**src/rtl/comp_unit_pkg.sv**
```systemverilog
// Shared definitions for the parametrised computational unit: ALU function
// codes, data-bus source codes, write-enable bit positions and default widths.
package comp_unit_pkg;

   localparam int unsigned DEFAULT_DW    = 4;
   localparam int unsigned DEFAULT_CNT_W = 3;

   // alu_func[2:0]; alu_func[3] turns NEG and NOT into a NOP
   typedef enum logic [2:0] {
      ALU_NEG  = 3'd0,
      ALU_SUB  = 3'd1,
      ALU_ADD  = 3'd2,
      ALU_MULH = 3'd3,
      ALU_MULL = 3'd4,
      ALU_XOR  = 3'd5,
      ALU_AND  = 3'd6,
      ALU_NOT  = 3'd7
   } alu_op_e;

   // data_bus source codes; 10..15 drive zero
   localparam logic [3:0] SRC_X0     = 4'd0;
   localparam logic [3:0] SRC_X1     = 4'd1;
   localparam logic [3:0] SRC_Y0     = 4'd2;
   localparam logic [3:0] SRC_Y1     = 4'd3;
   localparam logic [3:0] SRC_R      = 4'd4;
   localparam logic [3:0] SRC_M      = 4'd5;
   localparam logic [3:0] SRC_I      = 4'd6;
   localparam logic [3:0] SRC_DM     = 4'd7;
   localparam logic [3:0] SRC_PM     = 4'd8;
   localparam logic [3:0] SRC_I_PINS = 4'd9;

   // reg_en bit positions
   localparam int unsigned REN_W      = 9;
   localparam int unsigned REN_X0     = 0;
   localparam int unsigned REN_X1     = 1;
   localparam int unsigned REN_Y0     = 2;
   localparam int unsigned REN_Y1     = 3;
   localparam int unsigned REN_R      = 4;
   localparam int unsigned REN_M      = 5;
   localparam int unsigned REN_I      = 6;
   localparam int unsigned REN_UNUSED = 7;
   localparam int unsigned REN_O_REG  = 8;

endpackage

```
**src/rtl/seq_multiplier.sv**
```systemverilog
// Iterative shift-add unsigned multiplier, one partial product per clock.
// Ports: start (accepted only when idle), a/b operands latched on start,
// busy high for exactly DW cycles, done (combinational) marks the final step
// edge, product (combinational) is the accumulator value written on that edge.
module seq_multiplier #(
   parameter int unsigned DW    = 4,
   parameter int unsigned CNT_W = 3
) (
   input  logic            clk,
   input  logic            reset_n,
   input  logic            start,
   input  logic [DW-1:0]   a,
   input  logic [DW-1:0]   b,
   output logic            busy,
   output logic            done,
   output logic [2*DW-1:0] product
);

   typedef enum logic {S_IDLE = 1'b0, S_RUN = 1'b1} state_e;

   state_e              state_q, state_d;
   logic [2*DW-1:0]     acc_q, acc_d;
   logic [2*DW-1:0]     mcand_q, mcand_d;
   logic [DW-1:0]       mplier_q, mplier_d;
   logic [CNT_W-1:0]    cnt_q, cnt_d;
   logic                last_c;

   // State and datapath registers
   always_ff @(posedge clk or negedge reset_n) begin
      if (!reset_n) begin
         state_q  <= S_IDLE;
         acc_q    <= '0;
         mcand_q  <= '0;
         mplier_q <= '0;
         cnt_q    <= '0;
      end else begin
         state_q  <= state_d;
         acc_q    <= acc_d;
         mcand_q  <= mcand_d;
         mplier_q <= mplier_d;
         cnt_q    <= cnt_d;
      end
   end

   // Next state: latch on start, then add the shifted multiplicand per set multiplier bit
   always_comb begin
      state_d  = state_q;
      acc_d    = acc_q;
      mcand_d  = mcand_q;
      mplier_d = mplier_q;
      cnt_d    = cnt_q;
      done     = 1'b0;
      last_c   = (cnt_q == CNT_W'(DW - 1));
      case (state_q)
         S_IDLE: begin
            if (start) begin
               state_d  = S_RUN;
               acc_d    = '0;
               mcand_d  = {{DW{1'b0}}, a};
               mplier_d = b;
               cnt_d    = '0;
            end
         end
         S_RUN: begin
            acc_d    = acc_q + (mplier_q[0] ? mcand_q : '0);
            mcand_d  = mcand_q << 1;
            mplier_d = mplier_q >> 1;
            cnt_d    = cnt_q + CNT_W'(1);
            if (last_c) begin
               state_d = S_IDLE;
               done    = 1'b1;
            end
         end
         default: state_d = S_IDLE;
      endcase
   end

   assign busy    = (state_q == S_RUN);
   // Final sum is forwarded so the consumer captures it on the last step edge
   assign product = acc_d;

endmodule

```
**src/rtl/param_computational_unit.sv**
```systemverilog
// Parametrised nibble-processor datapath: register file (x0,x1,y0,y1,m,i,
// o_reg,r), data-bus source mux, ALU with carry/neg/zero flags and a multiply
// that stalls the controller through busy.
// Ports: clk, reset_n; controls source_sel, alu_func, x_sel, y_sel, i_sel,
// reg_en; data inputs pm_data, dm, i_pins; outputs data_bus (combinational
// mux), register contents, r_eq_0, carry, neg, busy.
// Build option COMP_UNIT_FAST_MUL_EN: single-cycle combinational multiply with
// busy tied low; undefined (default) uses the iterative seq_multiplier.
module param_computational_unit
   import comp_unit_pkg::*;
#(
   parameter int unsigned DW    = DEFAULT_DW,
   parameter int unsigned CNT_W = DEFAULT_CNT_W
) (
   input  logic             clk,
   input  logic             reset_n,
   input  logic [3:0]       source_sel,
   input  logic [DW-1:0]    pm_data,
   input  logic [DW-1:0]    dm,
   input  logic [DW-1:0]    i_pins,
   input  logic [3:0]       alu_func,
   input  logic             x_sel,
   input  logic             y_sel,
   input  logic             i_sel,
   input  logic [REN_W-1:0] reg_en,
   output logic [DW-1:0]    data_bus,
   output logic [DW-1:0]    x0,
   output logic [DW-1:0]    x1,
   output logic [DW-1:0]    y0,
   output logic [DW-1:0]    y1,
   output logic [DW-1:0]    m,
   output logic [DW-1:0]    i,
   output logic [DW-1:0]    o_reg,
   output logic [DW-1:0]    r,
   output logic             r_eq_0,
   output logic             carry,
   output logic             neg,
   output logic             busy
);

   logic [DW-1:0]   x0_q, x1_q, y0_q, y1_q, m_q, i_q, o_reg_q, r_q;
   logic [DW-1:0]   i_d, r_d;
   logic            r_eq_0_q, r_eq_0_d, carry_q, carry_d, neg_q, neg_d;
   logic [DW-1:0]   x_c, y_c;
   logic [DW:0]     ext_c;
   logic            r_wr_c;
   logic            nop_c;
   alu_op_e         op_c;
   logic            mul_busy;
   logic [2*DW-1:0] mul_prod_c;
   logic            unused_ok_c;

   assign unused_ok_c = reg_en[REN_UNUSED];

   assign op_c  = alu_op_e'(alu_func[2:0]);
   assign nop_c = alu_func[3];
   assign x_c   = x_sel ? x1_q : x0_q;
   assign y_c   = y_sel ? y1_q : y0_q;

`ifdef COMP_UNIT_FAST_MUL_EN
   assign mul_busy   = 1'b0;
   assign mul_prod_c = {{DW{1'b0}}, x_c} * {{DW{1'b0}}, y_c};
`else
   logic mul_start_c, mul_done_c, mul_hi_q, mul_hi_d;

   seq_multiplier #(
      .DW    (DW),
      .CNT_W (CNT_W)
   ) u_mul (
      .clk     (clk),
      .reset_n (reset_n),
      .start   (mul_start_c),
      .a       (x_c),
      .b       (y_c),
      .busy    (mul_busy),
      .done    (mul_done_c),
      .product (mul_prod_c)
   );

   // Which product half lands in r is fixed at request time
   always_comb begin
      mul_hi_d = mul_hi_q;
      if (mul_start_c) mul_hi_d = (op_c == ALU_MULH);
   end

   always_ff @(posedge clk or negedge reset_n) begin
      if (!reset_n) mul_hi_q <= 1'b0;
      else          mul_hi_q <= mul_hi_d;
   end
`endif

   // Data-bus source mux; r shows its current (pre-multiply) value while busy
   always_comb begin
      data_bus = '0;
      case (source_sel)
         SRC_X0:     data_bus = x0_q;
         SRC_X1:     data_bus = x1_q;
         SRC_Y0:     data_bus = y0_q;
         SRC_Y1:     data_bus = y1_q;
         SRC_R:      data_bus = r_q;
         SRC_M:      data_bus = m_q;
         SRC_I:      data_bus = i_q;
         SRC_DM:     data_bus = dm;
         SRC_PM:     data_bus = pm_data;
         SRC_I_PINS: data_bus = i_pins;
         default:    data_bus = '0;
      endcase
   end

   // ALU result, carry and flag next-state; r requests are dropped while busy
   always_comb begin
      r_d     = r_q;
      carry_d = carry_q;
      r_wr_c  = 1'b0;
      ext_c   = '0;
`ifndef COMP_UNIT_FAST_MUL_EN
      mul_start_c = 1'b0;
`endif
      if (reg_en[REN_R] && !mul_busy) begin
         case (op_c)
            ALU_NEG: begin
               if (!nop_c) begin
                  r_d     = -x_c;
                  carry_d = |x_c;
                  r_wr_c  = 1'b1;
               end
            end
            ALU_SUB: begin
               ext_c   = {1'b0, x_c} - {1'b0, y_c};
               r_d     = ext_c[DW-1:0];
               carry_d = ext_c[DW];
               r_wr_c  = 1'b1;
            end
            ALU_ADD: begin
               ext_c   = {1'b0, x_c} + {1'b0, y_c};
               r_d     = ext_c[DW-1:0];
               carry_d = ext_c[DW];
               r_wr_c  = 1'b1;
            end
            ALU_MULH, ALU_MULL: begin
`ifdef COMP_UNIT_FAST_MUL_EN
               r_d    = (op_c == ALU_MULH) ? mul_prod_c[2*DW-1:DW] : mul_prod_c[DW-1:0];
               r_wr_c = 1'b1;
`else
               mul_start_c = 1'b1;
`endif
            end
            ALU_XOR: begin
               r_d    = x_c ^ y_c;
               r_wr_c = 1'b1;
            end
            ALU_AND: begin
               r_d    = x_c & y_c;
               r_wr_c = 1'b1;
            end
            ALU_NOT: begin
               if (!nop_c) begin
                  r_d    = ~x_c;
                  r_wr_c = 1'b1;
               end
            end
            default: r_wr_c = 1'b0;
         endcase
      end
`ifndef COMP_UNIT_FAST_MUL_EN
      // Completion cannot coincide with a new ALU write: requests need !busy
      if (mul_done_c) begin
         r_d    = mul_hi_q ? mul_prod_c[2*DW-1:DW] : mul_prod_c[DW-1:0];
         r_wr_c = 1'b1;
      end
`endif
      r_eq_0_d = r_wr_c ? (r_d == '0) : r_eq_0_q;
      neg_d    = r_wr_c ? r_d[DW-1]   : neg_q;
      i_d      = i_q;
      if (reg_en[REN_I]) i_d = i_sel ? (i_q + m_q) : data_bus;
   end

   // Register file and flags
   always_ff @(posedge clk or negedge reset_n) begin
      if (!reset_n) begin
         x0_q     <= '0;
         x1_q     <= '0;
         y0_q     <= '0;
         y1_q     <= '0;
         m_q      <= '0;
         i_q      <= '0;
         o_reg_q  <= '0;
         r_q      <= '0;
         r_eq_0_q <= 1'b1;
         carry_q  <= 1'b0;
         neg_q    <= 1'b0;
      end else begin
         if (reg_en[REN_X0])    x0_q    <= data_bus;
         if (reg_en[REN_X1])    x1_q    <= data_bus;
         if (reg_en[REN_Y0])    y0_q    <= data_bus;
         if (reg_en[REN_Y1])    y1_q    <= data_bus;
         if (reg_en[REN_M])     m_q     <= data_bus;
         if (reg_en[REN_O_REG]) o_reg_q <= data_bus;
         i_q      <= i_d;
         r_q      <= r_d;
         r_eq_0_q <= r_eq_0_d;
         carry_q  <= carry_d;
         neg_q    <= neg_d;
      end
   end

   assign x0     = x0_q;
   assign x1     = x1_q;
   assign y0     = y0_q;
   assign y1     = y1_q;
   assign m      = m_q;
   assign i      = i_q;
   assign o_reg  = o_reg_q;
   assign r      = r_q;
   assign r_eq_0 = r_eq_0_q;
   assign carry  = carry_q;
   assign neg    = neg_q;
   assign busy   = mul_busy;

endmodule

```
**config.mk**
```make
export PLATFORM = sky130hd
export DESIGN_NAME = param_computational_unit
export DESIGN_NICKNAME = d
export VERILOG_FILES = /design/src/rtl/comp_unit_pkg.sv /design/src/rtl/seq_multiplier.sv /design/src/rtl/param_computational_unit.sv
export SDC_FILE = /design/constraint.sdc
export NUM_CORES = 1
export LEC_CHECK = 0
export CAP_MARGIN = 20
export CORE_MARGIN = 2
export CORE_UTILIZATION = 54
export DETAILED_ROUTE_END_ITERATION = 12
export GPL_TIMING_DRIVEN = 0
export PLACE_DENSITY = 0.79
export SYNTH_ARGS = -nofsm -noshare
export SYNTH_HDL_FRONTEND = slang
export SYNTH_SLANG_ARGS = --single-unit
```
**constraint.sdc**
```tcl
create_clock -name clk -period 2.7 [get_ports clk]
set_input_delay 0.27 -clock clk [delete_from_list [all_inputs] [get_ports clk]]
set_output_delay 0.27 -clock clk [all_outputs]
set_load 0.02 [all_outputs]
```
[After elaboration in Yosys (flattened, before gate mapping)]
Index checks and enable logic that the tools add are counted.
Widths: inputs -> output; s select.
Word-level totals
  flip-flop bits (word level): 60
  bits of input ports: 34
  output and inout bits: 40
  word-level logic and storage cells: 89
Cells by class
  add/subtract/negate cells: 6
  equality and inequality tests: 19
  mux-type cells: 32
  bitwise gates (word level): 4
  reductions and logical operators: 11
Operator list (number)
  $pmux 4 s10: 1
  $mux 4: 9
  $pmux 8 s2: 2
  $mux 8: 3
  $pmux 4 s6: 1
  $eq 4x3->1 const B: 4
  $eq 3x3->1 const B: 4
  $mux 1: 10
  $eq 3x2->1 const B: 3
  $add 8x8->8: 1
  $eq 4x2->1 const B: 2
  $eq 4x4->1 const B: 2
  $logic_not 4->1: 2
  $pmux 4 s2: 1
  $reduce_or 4->1: 2
  $pmux 3 s2: 1
  $add 4x4->5: 1
  $sub 4x4->5: 1
  $add 4x4->4: 1
  $and 4x4->4: 1
  $eq 4x1->1 const B: 1
  $ne 2x2->1 const B: 2
  $neg 4->4: 1
  $not 4->4: 1
  other kinds (13): 15

[Longest topological paths before layout]
Gate-level depths: netlist of the first run.
  word-level depth: 9
  depth in mapped cells: 12
  gate-level depth less buffers: 11

[Modules after synthesis]
A second synthesis of the first run with hierarchy kept.
Second synthesis, totals
  cells, all modules: 449
  area, all modules: 4130.2 µm²
Modules (own cells, without submodules)
  param_computational_unit: instances 1, cells an instance 315, area each 2813.9 µm²
  seq_multiplier: instances 1, cells an instance 134, area each 1316.3 µm²

[Worst setup path after synthesis of the first run]
No wires, ideal clock.
  path type: reg2reg
  start: register x1_q[0], in the netlist x1[0]
  end: register r_eq_0_q, in the netlist r_eq_0
  setup time: 0.087 ns
  arrival time: 2.410 ns
  data required time: 2.613 ns
  setup slack: 0.203 ns
  stages on the path, launching flop included: 11
  path through: dfrtp_1 mux2i_2 inv_1 ha_1 fa_1 a21oi_1 a221o_1 and4_1 a2111oi_2 nand2b_1 o41ai_2
On the way
  longest elaborated chain between the ends: 7
  elaborated cells on any way between the ends: 13
  those cells by class: add/sub (3); mux (6); bitwise (3); reduce/logical (1)
RTL lines
  start: declaration: line param_computational_unit.sv:41  | logic [DW-1:0] x0_q, x1_q, y0_q, y1_q, m_q, i_q, o_reg_q, r_q;
  start signal: assignment: line param_computational_unit.sv:194  | if (reg_en[REN_X1]) x1_q <= data_bus;
  $mux 4 (*): line param_computational_unit.sv:57  | assign x_c = x_sel ? x1_q : x0_q;
  $neg 4->4: line param_computational_unit.sv:123  | r_d = -x_c;
  $mux 4: line param_computational_unit.sv:122  | if (!nop_c) begin
  $pmux 4 s6 (*): line param_computational_unit.sv:120  | case (op_c)
  $mux 4 (*): line param_computational_unit.sv:119  | if (reg_en[REN_R] && !mul_busy) begin
  $mux 4 (*): line param_computational_unit.sv:167  | if (mul_done_c) begin
  named net r_d[1]: line param_computational_unit.sv:42  | logic [DW-1:0] i_d, r_d;
  $logic_not 4->1 (*): line param_computational_unit.sv:172  | r_eq_0_d = r_wr_c ? (r_d == '0) : r_eq_0_q;
  end signal: assignment: line param_computational_unit.sv:201  | r_eq_0_q <= r_eq_0_d;
  end: declaration: line param_computational_unit.sv:43  | logic r_eq_0_q, r_eq_0_d, carry_q, carry_d, neg_q, neg_d;
Mark *: on every way through the listed nets, which the timed path passes. The rest lies on a longest branch.
A chain may end at the register's enable or synchronous reset.

[Final worst setup path of the first run]
  start: register x0_q[1], in the netlist x0[1]
  end: register r_eq_0_q, in the netlist r_eq_0
On the way
  longest elaborated chain between the ends: 7
  elaborated cells on any way between the ends: 13
  those cells by class: add/sub (3); mux (6); bitwise (3); reduce/logical (1)
RTL lines
  start: declaration: line param_computational_unit.sv:41
  start signal: assignment: line param_computational_unit.sv:193  | if (reg_en[REN_X0]) x0_q <= data_bus;
  $mux 4 (*): line param_computational_unit.sv:57
  $neg 4->4: line param_computational_unit.sv:123
  $mux 4: line param_computational_unit.sv:122
  $pmux 4 s6 (*): line param_computational_unit.sv:120
  $mux 4 (*): line param_computational_unit.sv:119
  $mux 4 (*): line param_computational_unit.sv:167
  named net r_d[3]: line param_computational_unit.sv:42
  $logic_not 4->1 (*): line param_computational_unit.sv:172
Marks and branches as above.

==> qor.yml, run 1 <==
status: "completed"
hp-start: "reg_en[5]"
drc: 0
critPathMaxFanout: 4
worst_slew_pin_slew_ns: 0.569
firstDrtPassIters: 4
cpPeakStageDelay_ns: 0.43
irDropWorstVdd_uv: 469
rsz0062_at_grt: "yes"
top_regs: "u_mul.acc_q: 8 flops, u_mul.mcand_q: 8 flops"
r2r_start: "x0[1]"
ys.flop_type: "dfrtp_1"
dp_cells: 651
path_clk_slew_ns: 0.08
final_net_count: 635
area_delta_synth_final_pct: 29.6
start_kind: "flip-flop"
synthesis.nets: 544
drive_gt1_share_pct: 17.2
routed_wl_um: 12100
stdcell_area_um2: 5460
synth_cell_types: 70
hold-path-cell-count: 2
ys_ff_latch: 60
pwr_density_cell_nw_per_um2: 829
slew_headroom_pct: 62.0
routed_via_density: 5.98
die_w_um: 92.3
cap_viol_max_count: 0
grt-ovfl-total: 0
ys_seq_area_share_pct: 35.7
yosys_warnings: 0
path_class: "flip-flop to flip-flop"
numCtsBuffers: 9
min_path_type: "primary input to flip-flop"
antenna_found_initial: 0
leakage_nw: 2.35
via_count: 4085
r2r_end: "r_eq_0"
syn_area_um2: 4210
antenna_cells: 0
cp.arrival_ns: 2.92
final-setup-viol-count: 0
worst_path_max_delay_cell: "dfrtp_2"
grt_max_degree: 37
period_needed_ns: 2.67
die_h_um: 92.3
critPathCaptureType: "flip-flop"
worst_path_most_repeated_cell: "a211o_1"
grt_use_total_pct: 29.1
syn_area_per_cell_um2: 8.68
grt_first_pass_wirelength_um: 19600
core_um2: 7650
cts-root-buf: "clkbuf_8"
gp_congestion: 0.887
cts_buffer_depth: 2
grt_pass1_vias: 3991
htree_levels: 3
wl_per_cell_um: 17.7
insertion_delay_ns: 0.34
min_period_over_period_pct: 99.0
r2r_setup_slack_ns: 0.03
total_power_mw: 4.52
place_area_um2: 4980
start_util_pct: 55.0
setup_tns_ns: 0
stdcell_count: 683
ant_nets: 0
fin_skew_ns: 0.0113
hold_end: "m[0]"
fillCellCount: 576
cts_tree: "done"
drtIter0Drc: 255
netlist_instances: 485
portBuffers: 63
fmax_mhz: 374
worstRegToRegCells: 10
hold_viol: 0
ioPinCount: 74
setup_slack_ns: 0.0266
cp_cell_sequence: "mux2i_4 > inv_2 > ha_1 > inv_1 > a21oi_1 > o21bai_1 > xnor2_1 > a211o_1 > a211o_1 > o41ai_2"
synth_edf_count: 0
numClockSinks: 60
critical_path_required_ns: 2.94
place_ws_ns: -0.753
dieArea_um2: 8520
async_reset_ff_share_pct: 100
fp-row-count: 32
hpwl_um: 8600
slew_viol_final: 0
==> power breakdown <==
group	internal [mW]	switching [mW]	leakage, nW	total, mW
registers	1.18	0.281	0.731	1.47
clock network	0.426	0.375	0.0927	0.801
logic	1.02	1.23	1.52	2.25
total	2.63	1.89	2.35	4.52
==> timing repair <==
action | 4_1_cts | 5_1_grt
pin swaps | 7 | 7
gates resized for setup | 24 | 22
cloned | 0 | 0
endpoints found under the hold margin | 24 | 0
hold buffers | 1 | 0
setup endpoints to repair | 8 | 5
setup buffers | 6 | 11
==> through the flow <==
step                util [%]  hold WS (ns)
CTS                     69.2         0.254
global placement        65.0         0.471
detailed placement      65.2         0.300
finish                  71.4         0.269
floorplan                  -       -0.0256
global route            71.4         0.299
==> synth_stat cells, types with 4 or more instances <==
master	number	area, µm²
a22o_1	6	52.6
a211oi_1	5	37.5
mux2i_1	9	90.1
nand2_1	42	158
a21oi_1	55	275
nand2b_1	6	37.5
fa_1	4	80.1
and2_1	8	50.1
nor2_1	49	184
clkbuf_1	12	45.0
o21ai_0	32	160
ha_1	21	263
o22ai_1	4	25.0
xnor2_1	4	35.0
buf_2	7	35.0
buf_1	7	26.3
mux2_2	8	90.1
nor3b_1	4	30.0
a31oi_1	8	50.1
a21o_1	6	45.0
dfrtp_1	59	1480
nor2b_1	8	50.1
nand3_1	12	60.1
inv_1	26	97.6
o21ai_1	6	30.0
o21a_1	5	37.5
buf_4	4	30.0
nand3b_1	4	30.0
nor3_1	5	25.0
==> layer usage <==
layer / track usage, % / up-vias / part of all wire [%]
li1: - / 1917 / -
met1: 38.4 / 1969 / 43
met2: 47.4 / 169 / 47
met3: 6.41 / 30 / 7.2
met4: 10.4 / 0 / 2.7
met5: 0 / - / 0
==> area by class of cell <==
class	count	area, µm²	area share, %
Sequential cell	60	1510	27.7
Clock inverter	6	63.8	1.17
Tap cell	102	128	2.34
Clock buffer	10	128	2.34
Timing Repair Buffer	82	785	14.4
Inverter	27	101	1.86
Multi-Input combinational cell	367	2600	47.6
Buffer	29	144	2.64
==> cell families (layout without fill, tap and decap cells) <==
kind of cell	count (synthesis)	count (layout)	share of synthesized area, %
AOI/OAI and AO/OA	156	156	23.3
xor gates and xnor gates	7	7	1.46
adders and majority gates	25	25	8.15
buffers and inverters	58	154	5.92
DFF	60	60	35.7
muxes	24	24	7.34
and+or+nand+nor	155	155	18.1
==> cells in the final DEF (no fill, tap or decap), types with 7 or more instances in the layout <==
cell	count
mux2_2	7
inv_1	24
nand3_1	12
nand2_1	41
dfrtp_1	52
dfrtp_2	7
and2_1	8
clkbuf_8	9
ha_1	18
clkbuf_1	11
a31oi_1	8
a21oi_1	53
nor2b_1	8
nor2_1	49
o21ai_0	31
clkdlybuf4s50_1	56
o21ai_1	7
buf_4	22
==> critical path: cells and delay by family, from the launching register on <==
| kind | cells | cell delay [ns] |
|---|---|---|
| buffers and inverters | 2 | 0.16 |
| AO/OA/AOI/OAI | 5 | 1.26 |
| XOR/XNOR | 1 | 0.15 |
| multiplexers | 1 | 0.25 |
| flip-flops | 1 | 0.43 |
| adder cells (fa/ha/maj) | 1 | 0.33 |
==> worst max-delay path by stage <==
stage | from | to
finish | x0[1] | r_eq_0
floorplan | x1[0] | r_eq_0
global placement | y_sel | r_eq_0
global route | u_mul.mplier_q[0] | r_eq_0
detailed placement | y_sel | r_eq_0
CTS | x1[0] | r_eq_0
Power figures use the tool's default switching activity.
==> run 2, diff against run 1 <==
Settings changed: CAP_MARGIN 20 to default, CORE_UTILIZATION 54 to 55, DONT_BUFFER_PORTS from default to 1, PLACE_DENSITY 0.79 to 0.68.
==> run 2 against run 1 <==
Effect of this change: count of clock-buffer cells in the layout decreased by 1; sequential power is 13% higher; fmax is 2.4% lower; the flow now finishes with violations (setup timing); design area fell by 12%; largest cell class unchanged; power down 7.3%; first-iteration DRC count up 7.8%; critical path type unchanged; critical path depth unchanged; global-route usage down 1.9 points.
==> qor.yml, run 2 (synthesis gave the netlist of run 1 again) <==
grt-ovfl-total: 0
slew_headroom_pct: 56.7
ioPinCount: 74
routed_via_density: 6.18
multi_input_area_um2: 2610
insertion_delay_ns: 0.35
cts-root-buf: "clkbuf_8"
cp_top_family: "adder cells"
final_net_count: 566
area_delta_synth_final_pct: 14.0
hold_viol: 0
numCtsBuffers: 9
stdcell_area_um2: 4800
period_needed_ns: 2.74
cap_viol_max_count: 0
cts_tree: "done"
cpPeakStageDelay_ns: 0.48
min_period_over_period_pct: 101
drc: 0
whs_ns: 0.0265
seq_area_um2: 1520
grt_first_pass_wirelength_um: 17900
drive_gt1_share_pct: 19.7
die_h_um: 91.5
cts_buffer_depth: 2
critPathMaxFanout: 4
portBuffers: 0
critical_path_required_ns: 2.95
final-setup-viol-count: 1
leakage_nw: 2.03
place_area_um2: 4330
start_util_pct: 57.4
final_cell_mix: "53 x a21oi_1, 49 x nor2_1, 44 x dfrtp_1, 41 x nand2_1, 30 x o21ai_0"
path_class: "flip-flop to flip-flop"
die_w_um: 91.5
grt_max_degree: 61
ant_nets: 0
fillCellCount: 615
cp_cell_sequence: "mux2_4 > ha_1 > inv_1 > fa_1 > and2_1 > o31ai_2 > and4_1 > a2111oi_4 > nand2b_4 > o41ai_2"
irDropWorstVdd_uv: 452
core_um2: 7330
antenna_found_initial: 0
slew_viol_final: 0
rsz0062_at_grt: "yes"
top_regs: "u_mul.acc_q: 8 flops, u_mul.mcand_q: 8 flops"
numClockSinks: 60
antenna_cells: 0
wl_per_cell_um: 18.6
critPathCaptureType: "flip-flop"
gp_congestion: 0.906
mostFrequentLayoutCell: "a21oi_1"
grt_pass1_vias: 3597
setup_slack_ns: -0.0398
grt_use_total_pct: 27.2
crit_buf_inv: 1
fin_skew_ns: 0.0145
start_kind: "flip-flop"
dieArea_um2: 8370
htree_levels: 3
cp.arrival_ns: 2.99
failed_checks: "setup timing"
fmax_mhz: 365
via_count: 3776
hpwl_um: 8110
firstDrtPassIters: 4
path_clk_slew_ns: 0.08
min_path_type: "primary input to flip-flop"
worst_path_max_delay_cell: "dfrtp_2"
routed_wl_um: 11400
pwr_density_cell_nw_per_um2: 874
worst_slew_pin_slew_ns: 0.646
drtIter0Drc: 275
status: "finished, violations left"
fp-row-count: 31
-- run 2: changes by cell type in the layout (fill, tap and decap cells not counted), sizes merged --
cell	delta
bufinv	-1
dlygate4sd3	+1
buf	-8
inv	+3
dlymetal6s2s	-2
clkbuf	-1
clkinvlp	-1
clkdlybuf4s15	-1
dlygate4sd2	-3
clkdlybuf4s50	-56
-- run 2: stage by stage --
stage	utilization (%)	cells	setup WS, ns	power [mW]	setup TNS (ns)
2_1_floorplan	-	485	0.203	2.76	0
3_3_place_gp	59.1	584	-0.198	3.13	-0.391
3_5_place_dp	59.1	584	-0.249	3.20	-0.613
4_1_cts	64.0	607	0.00163	4.10	0
5_1_grt	65.4	611	-0.0878	4.47	-0.132
6_report	65.4	611	-0.0398	4.19	-0.0398
-- run 2: cell type report --
class | count | share of cell area (%)
multi-input combinational | 367 | 54.4
tap | 99 | 2.58
inverter | 27 | 2.11
sequential | 60 | 31.7
clock inverter | 7 | 1.17
clock buffer | 9 | 2.58
timing repair buffer | 12 | 2.40
buffer | 30 | 3.00
-- run 2: report_power, final --
part	leakage, nW	internal, mW	switching (mW)	total (mW)
Clock	0.0910	0.346	0.422	0.767
Sequential	0.722	1.19	0.479	1.66
Combinational	1.21	0.777	0.984	1.76
Total	2.03	2.31	1.88	4.19
-- run 2: final timing paths --
kind / from / to / slack, ns / cells after the start
min in group asynchronous: reset_n / u_mul.acc_q[3] / 0.43 / 2
hold reg to reg: u_mul.mplier_q[2] / u_mul.mplier_q[1] / 0.49 / 2
hold / removal: reg_en[6] / i[1] / 0.03 / 1
setup / recovery: y0[0] / r_eq_0 / -0.04 / 10
setup reg to reg: y0[0] / r_eq_0 / -0.04 / 10
max in group asynchronous: reset_n / r_eq_0 / 1.96 / 2
-- run 2: timing repair --
item,CTS,global route
buffers inserted,4,5
pin swaps,3,9
setup endpoints to repair,5,2
hold buffers,3,0
gates resized for setup,22,23
hold endpoints to repair,61,0
-- run 2: metal layers --
layer  global-route usage, %  vias up  wire length, µm
met4                    9.97        0              237
li1                        -     1772                -
met3                    8.30       27              767
met1                    35.1     1827             4850
met5                       0        -                0
met2                    43.0      150             5530
